[src/rtl/arb_pkg.sv]
// Shared helpers for the weighted round-robin arbiter: one-hot rotate and encode.
// Vectors are carried at MAX_REQ bits so one function serves every NUM_REQ.
package arb_pkg;

  localparam int MAX_REQ        = 32;
  localparam int MAX_IDX_W      = 5;
  localparam int DEFAULT_WEIGHT = 1;

  // Rotate left by one within the low n bits; bits at and above n come back zero.
  function automatic logic [MAX_REQ-1:0] rotl1(input logic [MAX_REQ-1:0] v, input int n);
    logic [MAX_REQ-1:0] mask;
    mask = (n >= MAX_REQ) ? '1 : ((MAX_REQ'(1) << n) - MAX_REQ'(1));
    return ((v << 1) | (v >> (n - 1))) & mask;
  endfunction

  function automatic logic [MAX_IDX_W-1:0] onehot2idx(input logic [MAX_REQ-1:0] v);
    logic [MAX_IDX_W-1:0] idx;
    idx = '0;
    for (int i = 0; i < MAX_REQ; i++) begin
      if (v[i]) idx = idx | i[MAX_IDX_W-1:0];
    end
    return idx;
  endfunction

endpackage

[src/rtl/rr_pick.sv]
// Round-robin pick: first set bit of req at or above the one-hot base, wrapping.
// Purely combinational; all-zero out when req is zero.
module rr_pick #(
  parameter int N = 4
) (
  input  logic [N-1:0] req_i,
  input  logic [N-1:0] base_i,
  output logic [N-1:0] pick_o
);

  logic [2*N-1:0] dbl;
  logic [2*N-1:0] masked;

  // Subtracting the base clears every request bit below it in the doubled
  // vector, so the lowest survivor is the wrapped round-robin winner.
  assign dbl    = {req_i, req_i};
  assign masked = dbl & ~(dbl - {{N{1'b0}}, base_i});
  assign pick_o = masked[N-1:0] | masked[2*N-1:N];

endmodule

[src/rtl/wrr_arbiter.sv]
// Weighted round-robin arbiter: winner keeps the grant for up to max(weight,1)
// accepted transfers, or indefinitely while lock_i is held; zero-cycle grant.
module wrr_arbiter
  import arb_pkg::*;
#(
  parameter  int NUM_REQ  = 4,
  parameter  int WEIGHT_W = 4,
  localparam int IDX_W    = $clog2(NUM_REQ)
) (
  input  logic                        clk_i,
  input  logic                        rst_ni,
  input  logic [NUM_REQ-1:0]          req_i,
  input  logic [NUM_REQ*WEIGHT_W-1:0] weight_i,
  input  logic                        lock_i,
  input  logic                        ready_i,
  output logic [NUM_REQ-1:0]          gnt_o,
  output logic [IDX_W-1:0]            gnt_idx_o,
  output logic                        valid_o
);

  localparam logic [0:0] ST_IDLE  = 1'b0;
  localparam logic [0:0] ST_BURST = 1'b1;

  logic [NUM_REQ-1:0]  ptr_q, ptr_d;
  logic [0:0]          busy_q, busy_d;
  logic [IDX_W-1:0]    cur_q, cur_d;
  logic [WEIGHT_W-1:0] credit_q, credit_d;

  logic [WEIGHT_W-1:0] wt [NUM_REQ];
  logic [NUM_REQ-1:0]  pick;
  logic [NUM_REQ-1:0]  cur_oh;
  logic [NUM_REQ-1:0]  gnt;
  logic [IDX_W-1:0]    gnt_idx;
  logic [WEIGHT_W-1:0] wt_sel;
  logic [WEIGHT_W-1:0] eff;
  logic [NUM_REQ-1:0]  ptr_after_win;
  logic [NUM_REQ-1:0]  ptr_after_cur;
  logic                own;
  logic                xfer;

  for (genvar g = 0; g < NUM_REQ; g++) begin : g_wt
    assign wt[g] = weight_i[g*WEIGHT_W +: WEIGHT_W];
  end

  rr_pick #(.N(NUM_REQ)) u_pick (
    .req_i  (req_i),
    .base_i (ptr_q),
    .pick_o (pick)
  );

  assign own     = (busy_q == ST_BURST) && req_i[cur_q];
  assign cur_oh  = NUM_REQ'(1) << cur_q;
  assign gnt     = own ? cur_oh : pick;
  assign gnt_idx = IDX_W'(onehot2idx(MAX_REQ'(gnt)));
  assign xfer    = (|gnt) && ready_i;

  // A zero weight still earns one beat, otherwise the requester would starve.
  assign wt_sel = wt[gnt_idx];
  assign eff    = (wt_sel == '0) ? WEIGHT_W'(DEFAULT_WEIGHT) : wt_sel;

  assign ptr_after_win = NUM_REQ'(rotl1(MAX_REQ'(gnt), NUM_REQ));
  assign ptr_after_cur = NUM_REQ'(rotl1(MAX_REQ'(cur_oh), NUM_REQ));

  always_comb begin
    ptr_d    = ptr_q;
    busy_d   = busy_q;
    cur_d    = cur_q;
    credit_d = credit_q;
    if (xfer && !own) begin
      if (lock_i || (eff > WEIGHT_W'(1))) begin
        busy_d   = ST_BURST;
        cur_d    = gnt_idx;
        credit_d = eff - WEIGHT_W'(1);
      end else begin
        busy_d = ST_IDLE;
        ptr_d  = ptr_after_win;
      end
    end else if (xfer && own) begin
      if (!lock_i) begin
        if (credit_q <= WEIGHT_W'(1)) begin
          busy_d = ST_IDLE;
          ptr_d  = ptr_after_cur;
        end else begin
          credit_d = credit_q - WEIGHT_W'(1);
        end
      end
    end else if (busy_q == ST_BURST && !req_i[cur_q]) begin
      // Owner walked away mid-burst: forfeit the rest and pass priority on.
      busy_d = ST_IDLE;
      ptr_d  = ptr_after_cur;
    end
  end

  always_ff @(posedge clk_i or negedge rst_ni) begin
    if (!rst_ni) begin
      ptr_q    <= NUM_REQ'(1);
      busy_q   <= ST_IDLE;
      cur_q    <= '0;
      credit_q <= '0;
    end else begin
      ptr_q    <= ptr_d;
      busy_q   <= busy_d;
      cur_q    <= cur_d;
      credit_q <= credit_d;
    end
  end

  assign gnt_o     = gnt;
  assign gnt_idx_o = gnt_idx;
  assign valid_o   = |gnt;

endmodule

[config.mk]
export PLATFORM = sky130hd
export DESIGN_NAME = wrr_arbiter
export DESIGN_NICKNAME = d
export VERILOG_FILES = /design/src/rtl/arb_pkg.sv /design/src/rtl/rr_pick.sv /design/src/rtl/wrr_arbiter.sv
export SDC_FILE = /design/constraint.sdc
export NUM_CORES = 1
export LEC_CHECK = 0
export BUFFER_PORTS_ARGS = -buffer_cell sky130_fd_sc_hd__buf_2
export CAP_MARGIN = 20
export CORE_MARGIN = 2
export CORE_UTILIZATION = 48
export CTS_CLUSTER_DIAMETER = 40
export DETAILED_ROUTE_END_ITERATION = 6
export MAX_ROUTING_LAYER = met4
export PLACE_DENSITY = 0.76
export SETUP_SLACK_MARGIN = 0.3
export SKIP_LAST_GASP = 1
export SYNTH_ARGS = -nofsm -noshare
export SYNTH_HDL_FRONTEND = slang
export SYNTH_SLANG_ARGS = --single-unit
[constraint.sdc]
create_clock -name clk_i -period 3.8 [get_ports clk_i]
set_input_delay 0.95 -clock clk_i [delete_from_list [all_inputs] [get_ports clk_i]]
set_output_delay 0.95 -clock clk_i [all_outputs]
set_load 0.02 [all_outputs]
After elaboration in Yosys (flattened, before gate mapping)
Cells that the tools add are included.
{"block": "classes", "add_sub_neg": 3, "magnitude_cmp": 4, "eq_ne": 6, "shift": 1, "n_mux": 27, "bitwise": 6, "n_reduce_logical": 16}
{"operator": "4-bit 2-to-1 mux", "n": 15}
{"operator": "8-bit bitwise AND", "n": 1}
{"operator": "4-bit binary-select mux with 2-bit select", "n": 1}
{"operator": "1-bit 2-to-1 mux", "n": 8}
{"operator": "8-bit NOT", "n": 1}
{"operator": "4-bit by 1-bit OR with 4-bit output", "n": 2}
{"operator": "4-bit AND reduction", "n": 2}
{"operator": "4-bit by 1-bit subtractor with 4-bit output (second input constant)", "n": 2}
{"operator": "8-bit by 4-bit subtractor with 8-bit output", "n": 1}
{"operator": "1-bit logical AND", "n": 5}
{"operator": "4-bit by 1-bit greater-than comparator with 1-bit output (second input constant)", "n": 1}
{"operator": "4-bit by 1-bit <= comparator with 1-bit output (second input constant)", "n": 1}
{"operator": "4-bit zero test", "n": 1}
{"operator": "2-bit 2-to-1 mux", "n": 2}
{"operator": "2-bit by 1-bit != test with 1-bit output (second input constant)", "n": 2}
{"operator": "2-bit != test (second input constant)", "n": 2}
{"operator": "4-bit OR", "n": 1}
{"operator": "4-bit OR reduction", "n": 1}
{"operator": "1-bit by 2-bit << shifter with 4-bit output (first input constant)", "n": 1}
{"operator": "3-bit >= comparator (second input constant)", "n": 1}
{"operator": "2-bit by 3-bit less-than comparator with 1-bit output (second input constant)", "n": 1}
{"operator": "3-bit by 2-bit != test with 1-bit output (second input constant)", "n": 1}
{"operator": "3-bit != test (second input constant)", "n": 1}
{"operator": "2-bit NOT with 3-bit output", "n": 1}
{"operator": "7 further kinds", "n": 8}
{"block": "word_totals", "reg_bits": 11, "inputBits": 24, "output_inout_bits": 7, "elab_cells": 67}

Logic depth before layout (Yosys ltp)
{"block": "logic_depth", "depth_word": 18, "depth_mapped": 17, "ltp_nobuf": 15}

Cells and area by module
From an unflattened synthesis, not the netlist that was laid out.
{"block": "hier_totals", "hier_cells": 140, "area_unflattened_um2": 1255.0}
{"module": "wrr_arbiter", "n_inst": 1, "cells_per_inst": 116, "area_each_um2": 1068.5, "seq_area_each_um2": 276.5}
{"module": "rr_pick", "n_inst": 1, "cells_per_inst": 24, "area_each_um2": 186.4, "seq_area_each_um2": 0.0}

Worst setup path before layout
Ideal clock, no wire load.
{"block": "synth_timing", "kind": "input to register", "start": "in req_i[1]", "end": "reg ptr_q[0]", "setup_ps": 82, "arrival_time_ps": 4294, "t_required_ps": 3718, "setup_slack_ps": -576, "path_stages": 16, "path_buffers": 2, "path_cell_list": "inv_1 fa_1 xor2_1 o21a_1 mux2i_1 a21boi_1 buf_2 mux2i_1 mux2i_1 o31ai_1 ha_1 o21bai_1 o31a_1 or2_1 buf_2 mux2_4"}
{"block": "synth_between", "elab_chain_len": 18, "word_cells_on_any_way": 35, "cone_classes": "1 x add/sub; 1 x order compare; 3 x eq/ne; 13 x mux; 5 x bitwise; 12 x reduce/logical"}
{"item": "from (decl)", "line": "wrr_arbiter.sv:12", "source": "input logic [NUM_REQ-1:0] req_i,"}
{"item": "8-bit by 4-bit subtractor with 8-bit output", "line": "rr_pick.sv:17", "source": "assign masked = dbl & ~(dbl - {{N{1'b0}}, base_i});"}
{"item": "8-bit NOT", "line": "rr_pick.sv:17"}
{"item": "8-bit bitwise AND", "line": "rr_pick.sv:17"}
{"item": "4-bit OR", "line": "rr_pick.sv:18", "source": "assign pick_o = masked[N-1:0] | masked[2*N-1:N];"}
{"item": "4-bit 2-to-1 mux", "line": "wrr_arbiter.sv:53", "source": "assign gnt = own ? cur_oh : pick;"}
{"item": "1-bit 2-to-1 mux", "line": "arb_pkg.sv:20", "source": "if (v[i]) idx = idx | i[MAX_IDX_W-1:0];"}
{"item": "2-bit 2-to-1 mux (2 in series)", "line": "arb_pkg.sv:20"}
{"item": "2-bit NOT with 3-bit output (not written as such)", "line": "wrr_arbiter.sv:58", "source": "assign wt_sel = wt[gnt_idx];"}
{"item": "4-bit binary-select mux with 2-bit select", "line": "wrr_arbiter.sv:58"}
{"item": "4-bit 2-to-1 mux (not written as such) (2 in series)", "line": "wrr_arbiter.sv:58"}
{"item": "4-bit zero test", "line": "wrr_arbiter.sv:59", "source": "assign eff = (wt_sel == '0) ? WEIGHT_W'(DEFAULT_WEIGHT) : wt_sel;"}
{"item": "4-bit 2-to-1 mux", "line": "wrr_arbiter.sv:59"}
{"item": "4-bit by 1-bit greater-than comparator with 1-bit output", "line": "wrr_arbiter.sv:70", "source": "if (lock_i || (eff > WEIGHT_W'(1))) begin"}
{"item": "1-bit logical OR", "line": "wrr_arbiter.sv:70"}
{"item": "2-bit != test (no source line)"}
{"item": "4-bit AND reduction (no source line)"}
{"item": "to (signal assigned)", "line": "wrr_arbiter.sv:101", "source": "ptr_q <= ptr_d;"}
{"item": "to (decl)", "line": "wrr_arbiter.sv:24", "source": "logic [NUM_REQ-1:0] ptr_q, ptr_d;"}
Parallel ways exist; a longest one is shown, timed or not. The select of a mux whose other input is x is not followed.
A chain may end at the register's enable or synchronous reset.

Final worst setup path
{"block": "layout_timing", "start": "in req_i[3]", "end": "reg credit_q[3]"}
{"block": "layout_between", "elab_chain_len": 18, "word_cells_on_any_way": 32, "cone_classes": "2 x add/sub; 1 x order compare; 3 x eq/ne; 12 x mux; 4 x bitwise; 10 x reduce/logical"}
{"item": "8-bit by 4-bit subtractor with 8-bit output", "line": "rr_pick.sv:17"}
{"item": "8-bit NOT", "line": "rr_pick.sv:17"}
{"item": "8-bit bitwise AND", "line": "rr_pick.sv:17"}
{"item": "4-bit OR", "line": "rr_pick.sv:18"}
{"item": "4-bit 2-to-1 mux", "line": "wrr_arbiter.sv:53"}
{"item": "1-bit 2-to-1 mux", "line": "arb_pkg.sv:20"}
{"item": "2-bit 2-to-1 mux (2 in series)", "line": "arb_pkg.sv:20"}
{"item": "2-bit NOT with 3-bit output (not written as such)", "line": "wrr_arbiter.sv:58"}
{"item": "4-bit binary-select mux with 2-bit select", "line": "wrr_arbiter.sv:58"}
{"item": "4-bit 2-to-1 mux (not written as such) (2 in series)", "line": "wrr_arbiter.sv:58"}
{"item": "4-bit zero test", "line": "wrr_arbiter.sv:59"}
{"item": "4-bit 2-to-1 mux", "line": "wrr_arbiter.sv:59"}
{"item": "4-bit by 1-bit greater-than comparator with 1-bit output", "line": "wrr_arbiter.sv:70"}
{"item": "1-bit logical OR", "line": "wrr_arbiter.sv:70"}
{"item": "2-bit by 1-bit != test with 1-bit output (no source line)"}
{"item": "4-bit AND reduction (no source line)"}
{"item": "to (signal assigned)", "line": "wrr_arbiter.sv:104", "source": "credit_q <= credit_d;"}
{"item": "to (decl)", "line": "wrr_arbiter.sv:27", "source": "logic [WEIGHT_W-1:0] credit_q, credit_d;"}
Parallel ways exist; a longest one is shown, timed or not. The select of a mux whose other input is x is not followed.

==> reports/qor.csv <==
metric,value,unit
worst reg-to-reg setup slack,-130,ps
Tcrit/Tclk final,1.12,
fillcell total,137,
Area Growth Syn to Fin,69.9,%
cell chain of the critical path,buf_2 -> ha_1 -> buf_4 -> nor2_1 -> mux2i_4 -> a32o_2 -> buf_4 -> a2111oi_4 -> a211oi_2 -> buf_4 -> o31ai_4 -> ha_2 -> o21bai_1 -> o31a_1 -> buf_4 -> or3b_4 -> o221ai_2,
number of global-route vias before repair,1416,
IO Pins,31,
Hold WS,529,ps
GRT Overall Usage,0.328,
Final Hold Vio Count,0,
"Clk Latency, worst-skew pair",280,ps
Setup CP Type,input pin to flip-flop,
Crit path max-delay family,compound AO/OA/AOI/OAI gates,
drt pass-1 iters,4,
post-synth design cell area,1210,um^2
Post-DP HPWL,2910,um
WL met3,176,um
CP peak stage delay,370,ps
topmost layer with routed signal wires,met4,
Post-route DRC,0,
CTS tree,yes,
Yosys Warn Count,0,
root buf cell,clkbuf_4,
slack of the critical path,-467,ps
unrepaired setup endpoints after global routing,true,
"most used cell, CP",buf_4,
WL met1,1650,um
first-pass GRT wire length,6600,um
gpl congestion,0.861,
most frequent cells in the layout,"buf_4, buf_2, inv_1, dfrtp_1",
Crit path arrival time,4460,ps
power per cell area,1050,nW/um^2
placed instance area,1710,um^2
Worst Tran Pin Value,522,ps
Reg-to-Reg Start,ptr_q[0],
die span in y,54.3,um
"commonest non-fill, non-tap cell in the layout",buf_4,
Final Power,2.17,mW
"Buf+Inv Stages, Crit Path",5,
Die Area,2950,um^2
PortBufs,30,
clk buf depth,2,
average vias per placed instance,5.89,
post-synthesis async set-or-reset flop share,1.00,
Final Cell Area,2060,um^2
worst min-delay path class,input pin to asynchronous set/reset pin,
Critical Path Fanout Max,7,
f_max,234,MHz
Synth Instances,141,
drt total wl,4420,um
Overflow after GRT,0,
Critical Path Start,req_i[3],
Max-Cap Viols,0,
"Avg Cell Area, Syn",8.62,um^2
antenna cells,0,
chip width,54.3,um
syn nets,173,
Synth cell types,48,
CORE AREA,2430,um^2
synthesized flop and latch total,11,
Initial Util,0.499,
worst rel slew slack,0.647,
antenna-violating nets left,0,
clk sinks,11,
ratio of cells with drive above 1 in the final layout,0.569,
Inserted Clock Buffers,3,
crit end category,flip-flop,
largest net degree at the start of global routing,13,
met2 wire len,2370,um
violated checks,setup timing,
hold_buf cts,0,
Synth Flop Type,dfrtp_1,
initial antenna violation count,0,
std cell rows,18,
clk_skew,5.26,ps
Vias,1450,
number of flops mapped to enable cells by yosys,0,
peak supply drop,917,uV
status,finished with violations,
Final setup viols,12,
"Reg clk slew, reported paths",80,ps
Pleak,0.965,nW
Startpoint Class,input pin,
slowest CP cell,o31a_1,
DRT iter0 DRCs,22,
final net count,249,
"Seq/Total Area, Yosys",0.228,
Routed wire per std cell,18.0,um
H-tree levels,1,
Tmin final,4270,ps
final max-slew violation count,0,
Worst EP required,3990,ps
-- layout make-up --
class                           instances  area (um^2)  share of cell area
Timing Repair Buffer                   77          552               0.267
Inverter                               12         52.6              0.0255
Tap cell                               30         37.5              0.0182
Sequential cell                        11          277               0.134
Multi-Input combinational cell        112         1120               0.542
Clock buffer                            4         26.3              0.0127
-- metrics by stage --
stage,util,setup WS [ps],instances,setup TNS [ps]
finish,0.849,-467,246,-4430
global route,0.849,-616,246,-6450
CTS,0.811,-332,241,-3050
detailed placement,0.705,-828,232,-8710
global placement,0.705,-730,232,-7330
floorplan,-,-321,141,-2660
-- layer usage --
layer,global-route usage,vias up
met1,0.319,699
li1,-,678
met5,-,-
met3,0.0410,18
met4,0.196,0
met2,0.612,55
-- report_power, final --
group / total (mW) / internal [mW] / switching [mW] / leakage, nW
sequential: 0.236 / 0.181 / 0.0544 / 0.130
clock: 0.0846 / 0.0408 / 0.0439 / 0.0150
combinational: 1.85 / 0.961 / 0.892 / 0.820
total: 2.17 / 1.18 / 0.990 / 0.965
-- final timing paths --
kind,end,depth (start not counted)
min reg2reg,ptr_q[3],2
max,credit_q[3],17
max in group asynchronous,ptr_q[0],1
min in group clk_i,ptr_q[3],2
max reg2reg,credit_q[3],16
min,ptr_q[3],1
-- cell families (layout without fill, tap and decap cells) --
logic type      Yosys count  in the layout  share of synthesized area
fa+ha+maj                 8              8                     0.0886
flops                    11             11                      0.228
xor+xnor                  2              2                     0.0144
buf+inv                  18             93                     0.0659
compound gates           42             42                      0.247
mux                      20             20                      0.184
simple gates             40             40                      0.172
-- synth_stat cells, drive strengths merged (2+ instances only) --
library cell / count / area (um^2)
buf: 5 / 31.3
nor4: 2 / 12.5
o21ai: 7 / 35.0
o21bai: 2 / 15.0
a31oi: 2 / 12.5
nand2b: 3 / 18.8
ha: 7 / 87.6
nand2: 11 / 43.8
o21a: 3 / 22.5
a32o: 2 / 20.0
dfrtp: 10 / 250
nor3: 4 / 20.0
a21boi: 2 / 15.0
mux2: 6 / 71.3
a21o: 3 / 22.5
nor2b: 2 / 12.5
a21oi: 5 / 25.0
o221ai: 2 / 17.5
or3: 2 / 12.5
a211oi: 3 / 22.5
a2111oi: 4 / 35.0
nor2: 9 / 33.8
inv: 12 / 45.0
mux2i: 13 / 130
-- what timing repair did --
item	in CTS	in global routing
endpoints found under the hold margin	0	0
endpoints found under the setup margin	15	16
pin swaps	12	2
gates resized for setup	37	10
setup buffers	5	5
-- worst reg2reg max path, delay by kind of cell (launching register included) --
kind,cells,cell delay [ps]
AOI/OAI and AO/OA,7,1460
adders and majority gates,2,550
and+or+nand+nor,2,500
muxes,2,460
DFF,1,380
buffers and inverters,2,330
xor gates and xnor gates,1,150
-- sequential cells by signal, summed over array words and instances (netlist names) --
signal,flops
cur_q,2
busy_q,1
ptr_q,4
credit_q,4
No activity file was read; power rests on OpenSTA's default activity.
